## src/rtl/bit_serial_add_ctrl.sv

```systemverilog
`default_nettype none
// ============================================================================
// Module   : bit_serial_add_ctrl (with leaf cell fullAdderStr)
// Brief    : Bit-serial adder controller. A single full-adder cell is reused
//            once per clock, LSB first, to add two WIDTH-bit operands plus a
//            carry-in. Operands arrive over a valid/ready handshake and the
//            result is held until the consumer acknowledges it.
// Revision : 1.0 - initial release
// ============================================================================

// ----------------------------------------------------------------------------
// fullAdderStr : structural one-bit full adder (propagate/generate form)
// ----------------------------------------------------------------------------
module fullAdderStr (
  input  logic x_i,
  input  logic y_i,
  input  logic ci_i,
  output logic s_o,
  output logic co_o
);

  logic w_p;
  logic w_g;
  logic w_t;

  assign w_p  = x_i ^ y_i;
  assign w_g  = x_i & y_i;
  assign w_t  = w_p & ci_i;
  assign s_o  = w_p ^ ci_i;
  assign co_o = w_g | w_t;

endmodule

// ----------------------------------------------------------------------------
// bit_serial_add_ctrl : IDLE -> RUN (WIDTH cycles) -> DONE -> IDLE
// ----------------------------------------------------------------------------
module bit_serial_add_ctrl #(
  parameter int WIDTH = 64
) (
  input  logic             clk,
  input  logic             rst,
  input  logic             in_valid,
  output logic             in_ready,
  input  logic [WIDTH-1:0] a,
  input  logic [WIDTH-1:0] b,
  input  logic             cin,
  output logic             out_valid,
  input  logic             out_ready,
  output logic [WIDTH-1:0] sum,
  output logic             cout,
  output logic             ovf
);

  localparam int                 c_cnt_w    = $clog2(WIDTH);
  // Bit index of the MSB: the RUN cycle on which the final carry appears.
  localparam logic [c_cnt_w-1:0] c_cnt_last = c_cnt_w'(WIDTH - 1);

  typedef enum logic [1:0] {
    ST_IDLE = 2'd0,
    ST_RUN  = 2'd1,
    ST_DONE = 2'd2
  } state_t;

  state_t             state_q;
  logic               in_ready_q;
  logic               out_valid_q;
  logic [WIDTH-1:0]   a_sh_q;
  logic [WIDTH-1:0]   b_sh_q;
  logic [WIDTH-1:0]   sum_sh_q;
  logic               cy_q;
  logic [c_cnt_w-1:0] cnt_q;
  logic               cout_q;
  logic               ovf_q;

  logic               w_fa_s;
  logic               w_fa_c;

  // The only arithmetic in the block: one bit of the sum per RUN cycle.
  fullAdderStr u_fa (
    .x_i  (a_sh_q[0]),
    .y_i  (b_sh_q[0]),
    .ci_i (cy_q),
    .s_o  (w_fa_s),
    .co_o (w_fa_c)
  );

  // Controller FSM with registered handshake outputs and the serial datapath.
  always_ff @(posedge clk) begin
    if (rst) begin
      state_q     <= ST_IDLE;
      in_ready_q  <= 1'b1;
      out_valid_q <= 1'b0;
      a_sh_q      <= '0;
      b_sh_q      <= '0;
      sum_sh_q    <= '0;
      cy_q        <= 1'b0;
      cnt_q       <= '0;
      cout_q      <= 1'b0;
      ovf_q       <= 1'b0;
    end else begin
      case (state_q)
        ST_IDLE: begin
          if (in_valid && in_ready_q) begin
            a_sh_q     <= a;
            b_sh_q     <= b;
            cy_q       <= cin;
            cnt_q      <= '0;
            sum_sh_q   <= '0;
            in_ready_q <= 1'b0;
            state_q    <= ST_RUN;
          end
        end

        ST_RUN: begin
          // Sum bits enter at the MSB so that after WIDTH shifts bit 0 of the
          // result sits at sum_sh_q[0].
          sum_sh_q <= {w_fa_s, sum_sh_q[WIDTH-1:1]};
          a_sh_q   <= {1'b0, a_sh_q[WIDTH-1:1]};
          b_sh_q   <= {1'b0, b_sh_q[WIDTH-1:1]};
          cy_q     <= w_fa_c;
          if (cnt_q == c_cnt_last) begin
            // cy_q is the carry into the MSB, w_fa_c the carry out of it.
            ovf_q       <= cy_q ^ w_fa_c;
            cout_q      <= w_fa_c;
            out_valid_q <= 1'b1;
            state_q     <= ST_DONE;
          end else begin
            // Held at the last index rather than wrapping; reloaded in IDLE.
            cnt_q <= cnt_q + 1'b1;
          end
        end

        ST_DONE: begin
          if (out_ready) begin
            out_valid_q <= 1'b0;
            in_ready_q  <= 1'b1;
            state_q     <= ST_IDLE;
          end
        end

        default: begin
          out_valid_q <= 1'b0;
          in_ready_q  <= 1'b1;
          state_q     <= ST_IDLE;
        end
      endcase
    end
  end

  assign in_ready  = in_ready_q;
  assign out_valid = out_valid_q;
  assign sum       = sum_sh_q;
  assign cout      = cout_q;
  assign ovf       = ovf_q;

endmodule
`default_nettype wire

```

## config.mk

```make
export PLATFORM = sky130hd
export DESIGN_NAME = bit_serial_add_ctrl
export DESIGN_NICKNAME = d
export VERILOG_FILES = /design/src/rtl/bit_serial_add_ctrl.sv
export SDC_FILE = /design/constraint.sdc
export NUM_CORES = 1
export LEC_CHECK = 0
export CAP_MARGIN = 20
export CORE_ASPECT_RATIO = 0.6
export CORE_MARGIN = 4
export CORE_UTILIZATION = 45
export DETAILED_ROUTE_END_ITERATION = 10
export GPL_TIMING_DRIVEN = 1
export PLACE_DENSITY = 0.76
export SLEW_MARGIN = 20
export SYNTH_ARGS = -nofsm -noshare
export SYNTH_HDL_FRONTEND = slang
export SYNTH_SLANG_ARGS = --single-unit
export TNS_END_PERCENT = 1
```

## constraint.sdc

```tcl
create_clock -name clk -period 1.5 [get_ports clk]
set_input_delay 0.375 -clock clk [delete_from_list [all_inputs] [get_ports clk]]
set_output_delay 0.375 -clock clk [all_outputs]
set_load 0.01 [all_outputs]
```

==> summary.md, run 1 <==
| Metric | Value |
|---|---|
| Placed Area | `10820 um2` |
| H-tree levels | `1` |
| RSZ-0062 raised after global routing | `true` |
| Setup Crit Path Kind | `reg -> reg` |
| Final hold viol count | `0` |
| Clock skew | `9.988 ps` |
| Synthesized instance count | `1000` |
| Syn_area_per_cell | `8.368 um2` |
| Cell Rows | `38` |
| Maximum number of pins on one net before global-route repair | `87` |
| Tot GR Track Use | `0.1966` |
| Clk buf depth | `3` |
| DR vias | `7776` |
| WL final | `23420 um` |
| Hold Worst Slack | `271.4 ps` |
| Hold WC Path Type | `in -> reg` |
| Peak fanout along the critical path | `38` |
| Syn nets | `1135` |
| Synth area leader | `dfxtp_1` |
| Wire per inst | `16.25 um` |
| YS warnings | `0` |
| Final Worst Setup Slack | `-2.665 ps` |
| Outcome | `finished with violations` |
| Worst vdd ir | `661.5 uV` |
| Placer Congestion | `0.8056` |
| CP startpoint kind | `flop` |
| # setup viols final | `1` |
| Area grow syn2layout | `40.61%` |
| Clock root cell | `clkbuf_16` |
| Synth cell count leaders | `255 x nand2_1, 205 x dfxtp_1, 205 x nor2_1, 106 x a311oi_1, 66 x a22oi_1` |
| Port Buffers | `200` |
| Synth Flop Type | `dfxtp_1` |
| Maxcap violations | `0` |
| Async SR Flop Fraction | `0` |
| Die Y | `113.6 um` |
| EDFF count, synth | `0` |
| Antenna-violating nets left | `0` |
| Sink Count | `205` |
| Required @ worst endpoint | `1880 ps` |
| Post-synth top area share | `0.4904` |
| Die area | `20910 um2` |
| Drc violations | `0` |
| #FFs+latches synth | `205` |
| Post-Layout Cell Count | `1441` |
| Cells after DPL | `1396` |
| Worst Path Arrival | `1880 ps` |
| Max Fclk | `665.5 MHz` |
| Most instantiated library cell after synthesis | `nand2_1` |
| Reg-to-Reg Start | `state_q[1]` |
| Total gr overflow | `0` |
| First-pass GRT wire length | `34980 um` |
| Total core area | `18160 um2` |
| Reg2Reg Depth | `6` |
| Ports | `201` |
| Vias per cell | `5.396` |
| Worst slew pin tran | `370.4 ps` |
| Final Core Density | `0.6478` |
| Nets | `1323` |
| Hold_buf cts | `0` |
| Seq/Total Area, Yosys | `0.4904` |
| # diodes | `0` |
| Clock latency on the worst-skew pair | `490 ps` |
| Mapped Area | `8368 um2` |
| Antenna violations before repair | `1` |
| Clock transition at path regs | `60 ps` |
| Failing checks | `setup timing` |
| RR Endpoint | `a_sh_q[57]` |
| Leak Pwr | `0.004492 uW` |
| Share of cells above drive strength 1 | `0.2057` |
| Power Density | `1127 nW/um2` |
| Worst R2R Setup Slack | `-3 ps` |
| Slew HR | `0.7531` |
| TritonCTS buffer count | `19` |
| Ranking of synthesized cells by area | `dfxtp_1 49%, nand2_1 11%, a311oi_1 11%` |
| Crit end category | `flop` |
| Vias in the first global route | `6999` |
| Critical Path Start | `state_q[1]` |
| Library cells used by synthesis | `36` |
| Max-slew violations | `0` |
| Fin crit share | `1.002` |
| Crit path to | `a_sh_q[57]` |
| CTS tree | `yes` |
| Fin area | `11770 um2` |
| Pre-Repair DR Iteration Count | `6` |
| Initial Util | `0.4607` |
| Minimum clock period | `1503 ps` |
| Die W | `184.0 um` |
| Detailed router's first-iteration violation count | `628` |
| DPL Wire Length | `14900 um` |
## through the flow
step	setup slack [ps]	TNS, ps	power, uW
5_1_grt	-110.6	-2574	13850
6_report	-2.665	-2.665	13260
2_1_floorplan	24.99	0	7509
4_1_cts	-22.15	-45.79	13030
3_5_place_dp	-537.1	-89000	8362
3_3_place_gp	-479.9	-82040	8306
## report_power, final
group | internal [uW] | leakage [uW] | switching [uW] | total (uW)
Sequential | 5870 | 0.00170 | 219 | 6090
Combinational | 1190 | 0.00249 | 1300 | 2490
Clock | 2640 | 0.000302 | 2040 | 4680
Total | 9700 | 0.00449 | 3560 | 13300
## area by class of cell
cell class              count  area, um2
clock buffers              29      573.1
inverters                   5      18.77
clock inverters             5      28.78
well taps                 240      300.3
flip-flops and latches    205       4139
multi-input cells         694       3981
fillers                  1510       6396
repair buffers            263       2725
## worst max-delay path: stages (launching register included)
cell       delay, ps
dfxtp_2          340
buf_4            150
nor2b_4          180
buf_4            150
clkbuf_16        220
nand2_1           80
a311oi_1         280
## cells in the final DEF, fill, tap and decap left out, types with 3 or more instances in the layout
cell	netlist	routed
buf_16	0	3
clkbuf_2	0	34
dfxtp_1	205	177
buf_6	3	4
clkdlybuf4s50_1	0	130
clkbuf_8	0	6
clkdlybuf4s15_1	0	4
a311oi_1	106	77
dfxtp_2	0	28
a21oi_1	7	7
clkbuf_16	0	25
clkdlybuf4s15_2	0	28
o21ai_0	4	3
clkinv_2	0	4
inv_1	5	5
a311oi_2	20	49
buf_4	11	33
xnor2_1	3	3
clkbuf_1	37	4
a211oi_1	3	3
nand2_1	255	254
a22oi_1	66	66
nor2_1	205	205
buf_12	0	16
## worst min-delay path by stage
stage	startpoint	end	slack (ps)	depth (start not counted)
2_1_floorplan	a_sh_q[1]	a_sh_q[0]	460	2
3_3_place_gp	a_sh_q[8]	a_sh_q[7]	460	2
3_5_place_dp	b_sh_q[46]	b_sh_q[45]	470	2
4_1_cts	rst	sum[16]	240	2
5_1_grt	rst	sum[16]	270	2
6_report	rst	sum[16]	270	2
## per-layer routing
metal	wire length, um	vias up	GRT usage
met2	10070	239	0.2839
met3	1622	21	0.03888
met4	296	2	0.03299
met5	13	-	0
met1	11410	3638	0.3072
li1	-	3876	-
## cell families (layout without fill, tap and decap cells)
family	after synthesis	in the layout	synth area share
XOR/XNOR	3	3	0.003141
multiplexers	3	3	0.003887
flip-flops	205	205	0.4904
buffers and inverters	101	302	0.05936
adder cells (fa/ha/maj)	2	2	0.003887
AND/OR/NAND/NOR	474	474	0.2180
AO/OA/AOI/OAI	212	212	0.2213
## state kept, by name (all words and copies together) (netlist names)
| name | cells |
|---|---|
| a_sh_q | 64 |
| b_sh_q | 64 |
| sum | 64 |
| cnt_q | 6 |
| state_q | 2 |
| cout | 1 |
| cy_q | 1 |
| in_ready | 1 |
| out_valid | 1 |
| ovf | 1 |
## what timing repair did
item / in CTS / in global routing
hold endpoints to repair: 0 / 0
pin swaps: 0 / 29
endpoints found under the setup margin: 73 / 240
setup buffers: 0 / 5
gates cloned: 0 / 6
gates resized for setup: 169 / 105
(Power assumes the default switching activity.)
==> inputs of run 2 (changes only) <==
- CORE_UTILIZATION: 45 -> 54
- PLACE_DENSITY: 0.76 -> 0.86
- clock period: 1.5 -> 1.8 ns (I/O delays scaled with it)
==> summary.md, run 2 (synthesis results as in run 1) <==
| Metric | Value |
|---|---|
| Cell Rows | `34` |
| Worst vdd ir | `576.8 uV` |
| CTS tree | `yes` |
| Total core area | `14850 um2` |
| Worst R2R Setup Slack | `90 ps` |
| Antenna violations before repair | `0` |
| Vias in the first global route | `7224` |
| Slew HR | `0.6737` |
| Sink Count | `205` |
| DR vias | `7799` |
| Reg2Reg Depth | `5` |
| DPL Wire Length | `14810 um` |
| Most frequent cells in the layout | `255 x nand2_1, 205 x nor2_1, 203 x dfxtp_1, 131 x clkdlybuf4s50_1, 106 x a311oi_1` |
| Drc violations | `0` |
| Outcome | `complete, no violations` |
| Place WS | `-294.5 ps` |
| Power Density | `942.4 nW/um2` |
| Min-Delay Endpoint | `sum[27]` |
| H-tree levels | `1` |
| Maximum number of pins on one net before global-route repair | `72` |
| Wire per inst | `16.27 um` |
| Max-slew violations | `0` |
| Pre-Repair DR Iteration Count | `7` |
| Antenna-violating nets left | `0` |
| Total gr overflow | `0` |
| Worst slew pin tran | `489.5 ps` |
| Nets | `1296` |
| Leak Pwr | `0.004474 uW` |
| Die area | `17620 um2` |
| Share of cells above drive strength 1 | `0.07791` |
| Hold Worst Slack | `388.5 ps` |
| RR Endpoint | `cnt_q[0]` |
| RSZ-0062 raised after global routing | `true` |
| Ports | `201` |
| Clk buf depth | `3` |
| Required @ worst endpoint | `2220 ps` |
| Worst Path Arrival | `2130 ps` |
| Post-Layout Cell Count | `1366` |
| Vias per cell | `5.709` |
| WL final | `22220 um` |
| Final hold viol count | `0` |
| Clock transition at path regs | `60 ps` |
| Clock root cell | `clkbuf_16` |
| Hold_buf cts | `0` |
| Worst hold stages | `2` |
| Area grow syn2layout | `32.61%` |
| Hold WC Path Type | `in -> reg` |
| Final Worst Setup Slack | `90.75 ps` |
| Commonest non-fill, non-tap cell in the layout | `nand2_1` |
| Setup Crit Path Kind | `reg -> reg` |
| Setup Fix Bufs, Post-CTS | `0` |
| Cells after DPL | `1339` |
| Maxcap violations | `0` |
| Clock latency on the worst-skew pair | `480 ps` |
| # diodes | `0` |
| Hold path start | `rst` |
| First-pass GRT wire length | `36500 um` |
| Final Core Density | `0.7474` |
| Die W | `168.7 um` |
| Fin crit share | `0.9496` |
| Pwr Total | `10460 uW` |
| Reg-to-Reg Start | `cnt_q[0]` |
| Detailed router's first-iteration violation count | `785` |
| Placer Congestion | `0.8007` |
| # setup viols final | `0` |
| Minimum clock period | `1709 ps` |
| Port Buffers | `200` |
| Tot GR Track Use | `0.2420` |
| CP startpoint kind | `flop` |
| Peak fanout along the critical path | `5` |
| Die Y | `104.4 um` |
| Max Fclk | `585.1 MHz` |
| Clock skew | `13.34 ps` |
| Crit end category | `flop` |
| Initial Util | `0.5636` |
| TritonCTS buffer count | `18` |
run 2: cell count changes in the layout (fill, tap and decap cells not counted), moves of 4 or more:
cell / change
dlygate4sd2_1: +68
clkbuf_2: -34
a311oi_2: -29
a311oi_1: +29
clkbuf_16: -7
clkdlybuf4s15_1: -4
dfxtp_2: -26
buf_4: -13
dfxtp_1: +26
clkdlybuf4s15_2: -28
clkinv_2: -4
run 2: power by group:
part,switching (uW),internal [uW]
clock,1610,1960
sequential,187,4890
combinational,981,828
run 2: critical path, cell delays in order (launching register included):
cell	delay (ps)
dfxtp_1	400
ha_1	210
nand3_1	260
o21ai_0	330
mux2_2	360
nor2_1	80
run 2: worst max path at each step:
stage	startpoint	endpoint	slack [ps]	depth (start not counted)
CTS	state_q[0]	a_sh_q[38]	1	4
global placement	in_valid	sum[28]	-260	6
finish	cnt_q[0]	cnt_q[0]	90	5
global route	cnt_q[0]	cnt_q[0]	-10	5
detailed placement	in_valid	sum[3]	-290	6
floorplan	cnt_q[0]	cnt_q[0]	250	5
run 2: timing repair:
action | in CTS | in global routing
resized for setup | 68 | 3
endpoints found under the setup margin | 68 | 11
hold endpoints to repair | 0 | 0
pin swaps | 0 | 0
run 2: layer usage:
layer	vias to the layer above	part of all wire	GRT usage
li1	3810	-	-
met5	-	0	0
met2	283	0.45	0.3734
met1	3667	0.46	0.3585
met4	0	0.015	0.03880
met3	39	0.067	0.04596
run 2: through the flow:
stage	cell area, um2	TNS (ps)
finish	11100	0
global route	11100	-10.22
CTS	11090	0
detailed placement	10650	-43350
global placement	10650	-33710
floorplan	8368	0
run 2: final cells by class:
cell class              instances  area [um2]
inverters                       5       18.77
clock buffers                  26       510.5
clock inverters                 1       16.27
repair buffers                237        2409
multi-input cells             694        3789
well taps                     198       247.7
flip-flops and latches        205        4106
fillers                      1119        3750
